==> config.mk <==
export PLATFORM = sky130hd
export DESIGN_NAME = gpio_in_conditioner
export DESIGN_NICKNAME = d
export VERILOG_FILES = /design/src/rtl/gpio_in_conditioner.sv
export SDC_FILE = /design/constraint.sdc
export NUM_CORES = 1
export LEC_CHECK = 0
export CAP_MARGIN = 15
export CELL_PAD_IN_SITES_DETAIL_PLACEMENT = 1
export CELL_PAD_IN_SITES_GLOBAL_PLACEMENT = 1
export CORE_MARGIN = 8
export CORE_UTILIZATION = 34
export CTS_CLUSTER_SIZE = 40
export DETAILED_ROUTE_END_ITERATION = 6
export PLACE_DENSITY_LB_ADDON = 0.05
export SYNTH_ARGS = -nofsm -noshare
export SYNTH_HDL_FRONTEND = slang
export SYNTH_SLANG_ARGS = --single-unit
==> constraint.sdc <==
create_clock -name ext_clk -period 2.6 [get_ports ext_clk]
set_input_delay 0.78 -clock ext_clk [delete_from_list [all_inputs] [get_ports ext_clk]]
set_output_delay 0.78 -clock ext_clk [all_outputs]
set_load 0.01 [all_outputs]
==> src/rtl/gpio_in_conditioner.sv <==
`default_nettype none
// ============================================================================
// gpio_in_conditioner
//   Pad input synchroniser, per-bit glitch filter, edge detect, sticky events
//   and maskable interrupt in front of the Microwatt gpio_in port.
//   Revision: 1.0
// ============================================================================
module gpio_in_conditioner #(
    parameter int WIDTH         = 32,
    parameter int SYNC_STAGES   = 2,
    parameter int FILTER_CYCLES = 4
) (
    input  logic             ext_clk,
    input  logic             ext_rst,
    input  logic [WIDTH-1:0] pad_in,
    input  logic [WIDTH-1:0] filter_en,
    input  logic [WIDTH-1:0] rise_en,
    input  logic [WIDTH-1:0] fall_en,
    input  logic [WIDTH-1:0] evt_clr,
    input  logic [WIDTH-1:0] irq_mask,
    output logic [WIDTH-1:0] gpio_in,
    output logic [WIDTH-1:0] rise_pulse,
    output logic [WIDTH-1:0] fall_pulse,
    output logic [WIDTH-1:0] evt_status,
    output logic             irq
);

    localparam int CNT_W = (FILTER_CYCLES > 1) ? $clog2(FILTER_CYCLES) : 1;
    localparam logic [CNT_W-1:0] CNT_MAX = CNT_W'(FILTER_CYCLES - 1);
    localparam logic [CNT_W-1:0] CNT_ONE = CNT_W'(1);

    logic [SYNC_STAGES-1:0][WIDTH-1:0] sync_q, sync_d;
    logic [WIDTH-1:0]                  sync;
    logic [WIDTH-1:0]                  st_q, st_d;
    logic [WIDTH-1:0]                  st_dly_q, st_dly_d;
    logic [WIDTH-1:0]                  evt_q, evt_d;
    logic [CNT_W-1:0]                  cnt_q [WIDTH];
    logic [CNT_W-1:0]                  cnt_d [WIDTH];
    logic [WIDTH-1:0]                  evt_set;

    assign sync       = sync_q[SYNC_STAGES-1];
    assign rise_pulse = st_q & ~st_dly_q;
    assign fall_pulse = ~st_q & st_dly_q;
    assign evt_set    = (rise_pulse & rise_en) | (fall_pulse & fall_en);

    always_comb begin
        sync_d   = {sync_q[SYNC_STAGES-2:0], pad_in};
        st_d     = st_q;
        st_dly_d = st_q;
        // A new event wins over a simultaneous clear so it is never lost.
        evt_d    = evt_set | (evt_q & ~evt_clr);
        for (int i = 0; i < WIDTH; i++) begin
            cnt_d[i] = '0;
            if (!filter_en[i]) begin
                st_d[i] = sync[i];
            end else if (sync[i] != st_q[i]) begin
                if (cnt_q[i] == CNT_MAX) begin
                    st_d[i] = sync[i];
                end else begin
                    cnt_d[i] = cnt_q[i] + CNT_ONE;
                end
            end
        end
    end

    always_ff @(posedge ext_clk or negedge ext_rst) begin
        if (!ext_rst) begin
            sync_q   <= '0;
            st_q     <= '0;
            st_dly_q <= '0;
            evt_q    <= '0;
            for (int i = 0; i < WIDTH; i++) begin
                cnt_q[i] <= '0;
            end
        end else begin
            sync_q   <= sync_d;
            st_q     <= st_d;
            st_dly_q <= st_dly_d;
            evt_q    <= evt_d;
            for (int i = 0; i < WIDTH; i++) begin
                cnt_q[i] <= cnt_d[i];
            end
        end
    end

    assign gpio_in    = st_q;
    assign evt_status = evt_q;
    assign irq        = |(evt_q & irq_mask);

endmodule
`default_nettype wire

; Word level (Yosys, flattened, before mapping)
; Cells that the tools add are included.
[totals]
word_cells = 464
out_inout_bits = 129
reg_bits = 224
input_bits = 194
[classes]
reduce_logical = 33
n_addsub = 32
bitwise = 11
eq_ne = 128
n_mux = 192
[ops]
columns = op, n
row1 = $and A32 B32 Y32, 6
row2 = $mux W2, 96
row3 = $ne A2 B1 Y1 const B, 64
row4 = $mux W1, 96
row5 = $not A32 Y32, 3
row6 = $add A2 B1 Y2 const B, 32
row7 = $eq A2 B2 Y1 const B, 32
row8 = $or A32 B32 Y32, 2
row9 = $reduce_and A2 Y1, 32
row10 = $ne A1 B1 Y1, 32
row11 = $reduce_or A32 Y1, 1

; Depth between registers and ports, before layout
; Gate-level depths: netlist (run 1).
[logic_depth]
ltp_word = 5
depth_mapped = 3
depth_no_buf = 3

; Worst setup path before layout (run 1)
; OpenSTA, ideal clock, no wires.
[synth_timing]
path_kind = input to output
start = in irq_mask[3]
end = out irq
path_buffers = 0
cell_stages = 3
slack_ns = 0.214
t_required_ns = 1.820
arrival_time_ns = 1.606
path_cell_list = a22oi_1 nand4_1 or4_1
[synth_via]
elab_chain_cells = 2
[synth_lines]
columns = item, line
row1 = "start, declared", 20  ; input logic [WIDTH-1:0] irq_mask,
row2 = $and A32 B32 Y32, 88  ; assign irq = |(evt_q & irq_mask);
row3 = $reduce_or A32 Y1, 88
row4 = "end, declared", 25  ; output logic irq
; No other way between the ends.

; Worst setup path after layout (run 1)
[layout_timing]
start = in irq_mask[7]
end = out irq
; Same word-level chain as after synthesis.

==> run summary, run 1 <==
fin crit period -> 2877 ps
clk sinks -> 224
I/O Buffers -> 322
final WL -> 25.15 mm
outcome -> finished, violations left
required time of the critical path -> 1820 ps
via count -> 6276
final hold vios -> 0
violations in the final reports -> setup timing
Post-Syn Area -> 8371 µm²
syn avg cell area -> 13.31 µm²
overall power -> 0.009173 W
Yosys cell types -> 18
period utilisation layout -> 110.7%
Num CTS Buffers -> 25
wire length per cell -> 18.66 µm
vias in the first global route -> 7390
post-cts hold buffer count -> 0
Placement Cell Area -> 12260 µm²
DRC -> 0
Slew Limit Headroom -> 58.53%
max-capacitance violation count -> 0
Worst Hold Margin -> 228.2 ps
yosys warns -> 0
GRT Total Usage -> 16.58%
design area -> 13110 µm²
Net Count, Synth -> 855
fillers -> 2486
antenna violations before repair -> 4
clk slew on worst S/H paths -> 50 ps
slowest CP cell -> or4_4
Starting DRT DRC Count -> 181
hpwl dp -> 19.45 mm
IO Pins -> 323
LEAKAGE -> 5.861 nW
Final Skew -> 5.395 ps
HP Class -> in2async
Crit Path Category -> in2out
H-tree Lvls -> 1
first-pass GRT wire length -> 40.22 mm
DR vias/cell -> 4.656
crit-path max cell delay -> 570 ps
Peak Freq -> 347.5 MHz
Critical Path End Type -> output pin
Core Region -> 24250 µm²
die area -> 29900 µm²
die width -> 172.9 µm
PwrDens -> 699.5 nW/µm²
global route overflow -> 0
CTS root buf -> clkbuf_16
GP Congestion -> 0.8581
share of cells above drive strength 1 -> 12.93%
Peak VDD IR -> 0.0005143 V
worst-path cell chain -> clkdlybuf4s15_1 > a22oi_2 > nand4_1 > or4_4 > buf_6
later-pin clock latency in the skew report -> 500 ps
maximum buffer depth of the clock tree -> 3
critical path launch point type -> input port
Initial Utilization -> 34.52%
die height -> 172.9 µm
setup ws final -> -277.4 ps
Pins Over Slew Limit -> 0
Worst-Margin Slew -> 622.1 ps
Final ANT Viol Nets -> 0
drt pass-1 iters -> 4
largest net degree at the start of global routing -> 70
post-synthesis sequential area ratio -> 66.97%
TritonCTS clock tree -> built
Final nets -> 1232
Area growth, synth to finish -> 56.65%
Core Rows -> 57
RSZ-0062 raised after global routing -> true
#FFs+latches synth -> 224
Gate Count Post-Synth -> 629
CP arrival -> 2100 ps
CP max FO -> 1
# setup viols final -> 1
[metal layers]
layer	track usage (%)	up-vias	routed length [µm]
li1	-	2896	-
met1	18.15	3108	9652
met2	30.18	222	13020
met3	4.901	46	1702
met4	5.534	4	750
met5	0	-	27
[per-stage QoR]
step | worst slack, ps | util, % | setup TNS (ps) | std cells
after global routing | -290.5 | 54.07 | -290.5 | 1347
final | -277.4 | 54.08 | -277.4 | 1348
after detailed placement | -1003 | 50.55 | -1003 | 1302
after CTS | -278.0 | 53.85 | -278.0 | 1345
after global placement | -993.1 | 50.55 | -993.1 | 1302
after floorplan | 214.3 | - | 0 | 629
[cell type report]
cell class	instances	area (µm²)	area share, %
Antenna cell	3	7.507	0.05725
Clock buffer	40	762.0	5.811
Clock inverter	2	10.01	0.07634
Inverter	32	120.1	0.9160
Multi-Input combinational cell	373	2721	20.75
Sequential cell	224	5623	42.88
Tap cell	324	405.4	3.092
Timing Repair Buffer	350	3463	26.41
[state kept, by name (all words and copies together) (netlist names)]
signal	flops
cnt_q	64
evt_status	32
gpio_in	32
st_dly_q	32
sync	32
sync_d	32
[critical path, delay by kind of cell]
family          cells  cell delay, ps
simple gates        2             800
buf+inv             2             310
compound gates      1             200
[power breakdown]
| part | total (W) | switching [W] | leakage, nW | internal [W] |
|---|---|---|---|---|
| clock | 0.00330 | 0.00132 | 0.382 | 0.00198 |
| sequential | 0.00410 | 0.000267 | 2.73 | 0.00383 |
| combinational | 0.00177 | 0.000715 | 2.75 | 0.00105 |
| total | 0.00917 | 0.00230 | 5.86 | 0.00687 |
[cells in the mapped netlist]
cell type | number | area [µm²]
nor2b_1 | 68 | 425.4
ha_1 | 32 | 400.4
a22oi_1 | 46 | 345.3
nand2_1 | 32 | 120.1
mux2_2 | 32 | 360.4
nor3_1 | 29 | 145.1
inv_1 | 32 | 120.1
xor2_1 | 13 | 113.9
nand4_1 | 4 | 25.02
nor3b_1 | 3 | 22.52
and3_1 | 13 | 81.33
nand2b_1 | 28 | 175.2
xnor2_1 | 19 | 166.4
a22oi_2 | 2 | 25.02
dfrtp_1 | 224 | 5605
or4_1 | 1 | 7.510
nor2_1 | 19 | 71.32
o21ai_0 | 32 | 160.2
[cells in the final DEF, fill, tap and decap left out, drive strengths merged, types with 12 or more instances in the layout]
cell           synthesis  final
a22oi                 48     48
o21ai                 32     32
dfrtp                224    224
xor2                  13     13
inv                   32     32
buf                    0     31
clkdlybuf4s50          0    287
nor3                  29     29
nand2                 32     32
nor2                  19     19
nor2b                 68     68
and3                  13     13
xnor2                 19     19
clkbuf                 0     40
clkdlybuf4s15          0     12
ha                    32     32
mux2                  32     32
nand2b                28     28
dlygate4sd2            0     19
[logic make-up (layout without fill, tap and decap cells)]
family,Yosys count,in the layout,share of synthesized area (%)
compound gates,80,80,6.338
flops,224,224,66.97
buf+inv,32,424,1.435
mux,32,32,4.305
fa+ha+maj,32,32,4.783
other cells,0,3,0
xor+xnor,32,32,3.348
simple gates,197,197,12.83
[worst paths after layout]
check	startpoint	depth (start not counted)	slack, ps	to
worst max-delay path	irq_mask[7]	5	-280	irq
worst min-delay path	ext_rst	1	230	cnt_q[12]
worst max register to register	cnt_q[62]	3	1340	gpio_in[0]
worst min register to register	sync_d[55]	0	350	sync[23]
max in group asynchronous	ext_rst	2	1650	gpio_in[16]
min in group ext_clk	sync_d[55]	0	350	sync[23]
[what timing repair did]
action | in CTS | in global routing
gates resized for setup | 61 | 25
endpoints found under the setup margin | 2 | 26
gates cloned | 0 | 0
pin swaps | 21 | 5
setup buffers | 1 | 0
(Power assumes the default switching activity.)
==> run 2, diff against run 1 <==
--- a/config.mk
+++ b/config.mk
@@ -12,7 +12,7 @@
 export CORE_UTILIZATION = 34
 export CTS_CLUSTER_SIZE = 40
 export DETAILED_ROUTE_END_ITERATION = 6
-export PLACE_DENSITY_LB_ADDON = 0.05
+export PLACE_DENSITY = 0.91
 export SYNTH_ARGS = -nofsm -noshare
 export SYNTH_HDL_FRONTEND = slang
 export SYNTH_SLANG_ARGS = --single-unit
==> run summary, run 2 (synthesis results as in run 1) <==
outcome -> finished, violations left
violations in the final reports -> setup timing
worst-path cell chain -> dlygate4sd2_1 > a22oi_2 > nand4_1 > or4_4 > buf_6
first-pass GRT wire length -> 43.08 mm
Core Rows -> 57
vias in the first global route -> 7760
share of cells above drive strength 1 -> 14.62%
clk sinks -> 224
r2r worst-path depth -> 3
Core Region -> 24250 µm²
Worst-Margin Slew -> 610.8 ps
commonest non-fill, non-tap cell in the layout -> clkdlybuf4s50_1
PwrDens -> 696.2 nW/µm²
Final ANT Viol Nets -> 0
Final Skew -> 7.753 ps
R2R Setup Slk -> 1360 ps
CTS root buf -> clkbuf_16
Fin Setup TNS -> -321.5 ps
Final nets -> 1238
Critical Path Stages -> 5
Num CTS Buffers -> 24
setup ws final -> -321.5 ps
later-pin clock latency in the skew report -> 500 ps
most frequent cells in the layout -> 285 x clkdlybuf4s50_1, 203 x dfrtp_1, 58 x nor2b_1, 37 x a22oi_1
Setup crit end -> irq
Placement Cell Area -> 12320 µm²
clk slew on worst S/H paths -> 50 ps
RSZ-0062 raised after global routing -> true
Peak VDD IR -> 0.0003937 V
CP arrival -> 2140 ps
via count -> 6394
LEAKAGE -> 5.940 nW
Peak Freq -> 342.3 MHz
Critical Path Start -> irq_mask[17]
drt pass-1 iters -> 5
die height -> 172.9 µm
largest net degree at the start of global routing -> 75
Area growth, synth to finish -> 57.22%
R2R Path End -> gpio_in[2]
Crit Path Category -> in2out
I/O Buffers -> 322
GP Congestion -> 0.7736
slowest CP cell -> or4_4
DRC -> 0
Worst path top cell family by delay -> simple AND/OR/NAND/NOR gates
CP max FO -> 1
global route overflow -> 0
final WL -> 27.23 mm
antenna violations before repair -> 2
crit-path max cell delay -> 580 ps
Pins Over Slew Limit -> 0
H-tree Lvls -> 1
antenna diode count -> 0
design area -> 13160 µm²
Final Core Density -> 54.27%
TritonCTS clock tree -> built
Starting DRT DRC Count -> 144
DR vias/cell -> 4.736
Initial Utilization -> 34.52%
FF-to-FF Start -> cnt_q[58]
required time of the critical path -> 1820 ps
CP bufs+invs -> 2
max FFs per register -> 64
HP Class -> in2async
critical path launch point type -> input port
IO Pins -> 323
GRT Total Usage -> 17.88%
wire length per cell -> 20.17 µm
Top reg by flops -> cnt_q
final hold vios -> 0
period utilisation layout -> 112.4%
die area -> 29900 µm²
fin crit period -> 2921 ps
hpwl dp -> 21.55 mm
max-capacitance violation count -> 0
maximum buffer depth of the clock tree -> 3
Critical Path End Type -> output pin
# setup viols final -> 1
Slew Limit Headroom -> 59.28%
die width -> 172.9 µm
-- run 2: per-layer routing --
metal,routed length (µm),vias up,track usage [%]
met5,24,-,0
met4,678,4,4.995
met3,1776,50,5.293
met2,14740,232,33.99
met1,10010,3207,18.73
li1,-,2901,-
-- run 2: what timing repair did --
| item | in CTS | in global routing |
|---|---|---|
| hold buffers | 0 | 0 |
| pin swaps | 18 | 15 |
| gates resized for setup | 58 | 47 |
| endpoints found under the setup margin | 9 | 28 |
| setup buffers | 1 | 1 |
-- run 2: worst min path at each step --
stage / endpoint / depth (start not counted)
after floorplan: sync[0] / 0
after global placement: sync[24] / 0
after detailed placement: sync[25] / 0
after CTS: st_dly_q[8] / 1
after global routing: cnt_q[46] / 1
final: sync_d[40] / 1
-- run 2: worst register-to-register path: stages (launching register included) --
cell     delay (ps)
dfrtp_1         400
ha_1            200
nor2b_1         180
mux2_2          350
-- run 2: power breakdown --
part	internal [W]	switching, W
logic	0.00108	0.000758
clock network	0.00189	0.00132
registers	0.00383	0.000282
total	0.00680	0.00236
-- run 2: final cells by class --
type | count | area (µm²)
Clock buffer | 37 | 720.7
Clock inverter | 3 | 17.52
Fill cell | 2496 | 11090
Inverter | 32 | 120.1
Multi-Input combinational cell | 373 | 2719
Sequential cell | 224 | 5632
Tap cell | 324 | 405.4
Timing Repair Buffer | 357 | 3546
-- run 2: through the flow --
step | total power (W) | hold slack, ps | cells | worst slack [ps]
2_1_floorplan | 0.004692 | 331.2 | 629 | 214.3
3_3_place_gp | 0.005866 | 331.6 | 1309 | -1026
3_5_place_dp | 0.005999 | 335.6 | 1309 | -1017
4_1_cts | 0.009290 | 278.2 | 1350 | -345.2
5_1_grt | 0.009619 | 292.1 | 1350 | -316.9
6_report | 0.009162 | 259.2 | 1350 | -321.5
==> RTL change, RTL diff (config.mk and constraints of run 2) <==
Reset style: synchronous (`ext_rst`), changed in one clocked block.
--- a/src/rtl/gpio_in_conditioner.sv
+++ b/src/rtl/gpio_in_conditioner.sv
@@ -63,7 +63,7 @@
         end
     end
 
-    always_ff @(posedge ext_clk or negedge ext_rst) begin
+    always_ff @(posedge ext_clk) begin
         if (!ext_rst) begin
             sync_q   <= '0;
             st_q     <= '0;
Formal check against the unedited RTL: differs if ext_rst is asserted again (counterexample within 4 cycles, from zero or initial values and one cycle with ext_rst low); with ext_rst held inactive, the same outputs for 4 cycles.
==> RTL change against run 2 <==
  * The run still ends with negative setup slack left
  * Sequential share of layout area is 8.6 points lower
  * Synthesized area fell by 0.90%
  * Worst hold slack gained 0.16 ns
  * Worst setup slack worse by 0.021 ns
  * Sequential cell count unchanged
  * Wire length up 11%
  * Synthesized cell count is 29% higher
  * Final area is essentially flat
  * Core utilization rose by 0.31 points
  * Non-clock buffer count up 10
Power is not compared: it rests on default switching activity, and its combinational part moved more than twofold at a synthesized area within 25%.
==> RTL change: results (changes against run 2) <==
- CP startpoint: irq_mask[14]
- Dpl cells: 1,479 (+13%)
- Top cells by area, synth: dfxtp_1, nor2b_1, and2_1
- Post-synth ARST share: 0% (-100 points)
- Layer with the highest usage: met2
- Sequential fraction of the synthesis area: 54.1% (-13 points)
- Vias in the first global route: 8,097 (+4.3%)
- Fillers: 2,626 (+5.2%)
- Post-DP HPWL: 23,800 um (+10%)
- Share of layout cells above drive strength 1: 11.2% (-3.5 points)
- Launch point of the worst reg-to-reg path: evt_status[7]
- First-pass GRT wire length: 44,500 um (+3.4%)
- Outcome: complete, but fails checks
- Post-Synthesis Cells: 810 (+29%)
- Register with the most flip-flops: cnt_q
- Distinct cell type count after synthesis: 16 (-2)
- Delay of the slowest critical-path stage: 0.60 ns (+0.02 ns)
- Setup TNS: -0.343 ns (-0.0213 ns)
- Worst Skew: 0.00927 ns (+0.00152 ns)
- R2r worst-path depth: 4 (+1)
- IO buf count: 322 (unchanged)
- Max-slew headroom: 66.3% (+7.1 points)
- DRC errors left: 0 (unchanged)
- Met1 Resource Use GR: 18.8% (+0.085 points)
- Final worst slack: -0.343 ns (-0.0213 ns)
- Leak pwr: 5.68 nW
- Via count: 7,030 (+9.9%)
- Critical Path End: irq
- Final setup viols: 1 (unchanged)
- Antenna violations before repair: 3 (+1)
- DR iter-0 viols: 242 (+68%)
- Failing checks: negative setup slack
- Max reg flops: 64 (unchanged)
- GPL Wtd Cong: 0.906 (+17%)
- Met3 Resource Use GR: 6.44% (+1.1 points)
- Syn nets: 1,036 (+21%)
- Main flop type after synthesis: dfxtp_1
- Worst r2r dst: evt_status[7]
- Worst hold stages: 1
- Total GRT Usage: 19.7% (+1.8 points)
- DRT Pass-1 Iters: 5 (unchanged)
- CTS Buf Count: 25 (+4.2%)
- Avg WL per Cell: 19.9 um (-1.3%)
- DRT Wirelength: 30,400 um (+11%)
- Post-synth top cells: dfxtp_1, nor2b_1, and2_1, inv_1, nor2_1
- Met2 Track Usage GR: 38.1% (+4.1 points)
- Final nets: 1,409 (+14%)
- Worst skew pair latency: 0.50 ns (about the same)
- CTS Buffer Depth: 3 (unchanged)
- FF-to-FF setup slack: 1.26 ns (-0.10 ns)
- Worst Hold Class: flip-flop to flip-flop
- Largest net degree at the start of global routing: 58 (-23%)
- Crit path DAT: 2.16 ns (+0.02 ns)
## RTL change: cells by family after synthesis
kind of cell               count (synthesis)  synth area share [%]
buffers and inverters                     85                  3.92
xor gates and xnor gates                  32                  3.38
AOI/OAI and AO/OA                         48                  5.43
muxes                                     32                  3.86
and+or+nand+nor                          357                  24.5
DFF                                      224                  54.1
adders and majority gates                 32                  4.83
## RTL change: metal layers
metal / part of all wire [%] / wire [um]
met1: 35 / 10700
met2: 52 / 15800
met3: 9.0 / 2740
met4: 3.5 / 1080
met5: 0.076 / 23
## RTL change: critical path: cells and delay by family
kind | cells | cell delay (ns)
AND/OR/NAND/NOR | 2 | 0.84
AO/OA/AOI/OAI | 1 | 0.15
buffers and inverters | 3 | 0.40
## RTL change: worst min path at each step
stage	startpoint	to	slack [ns]
floorplan	cnt_q[0][26]	cnt_q[0][26]	0.40
global placement	cnt_q[0][26]	cnt_q[0][26]	0.41
detailed placement	cnt_q[1][22]	cnt_q[1][22]	0.42
CTS	cnt_q[1][22]	cnt_q[1][22]	0.42
global route	sync_d[63]	sync[31]	0.44
finish	cnt_q[1][2]	cnt_q[1][2]	0.42
## RTL change: power groups by stage
stage	Clock (mW)	Sequential [mW]	Combinational (mW)
2_1_floorplan	0	3.65	0.226
3_3_place_gp	0	3.65	0.697
3_5_place_dp	0	3.66	0.720
4_1_cts	3.78	3.58	0.725
5_1_grt	3.91	3.59	0.772
6_report	3.66	3.58	0.716
## RTL change: final cells by class
cell class	count	share of cell area (%)
antenna	1	0.0190
clock buffer	34	5.54
timing repair buffer	367	27.1
sequential	224	34.2
multi-input combinational	501	27.1
inverter	64	1.83
clock inverter	10	1.07
tap	324	3.08
## RTL change: what timing repair did
item / in CTS / in global routing
hold buffers: 0 / 0
endpoints found under the setup margin: 9 / 17
resized for setup: 86 / 20
endpoints found under the hold margin: 0 / 0
setup buffers: 1 / 0
pin swaps: 21 / 1
cloned: 0 / 0
## RTL change: metrics by stage
| stage | instance area [um^2] | hold WS [ns] | total power, mW | setup WS, ns |
|---|---|---|---|---|
| 2_1_floorplan | 8300 | 0.398 | 3.87 | 0.214 |
| 3_3_place_gp | 12200 | 0.406 | 4.34 | -1.08 |
| 3_5_place_dp | 12200 | 0.415 | 4.38 | -1.12 |
| 4_1_cts | 13100 | 0.424 | 8.08 | -0.313 |
| 5_1_grt | 13200 | 0.437 | 8.28 | -0.357 |
| 6_report | 13200 | 0.419 | 7.96 | -0.343 |
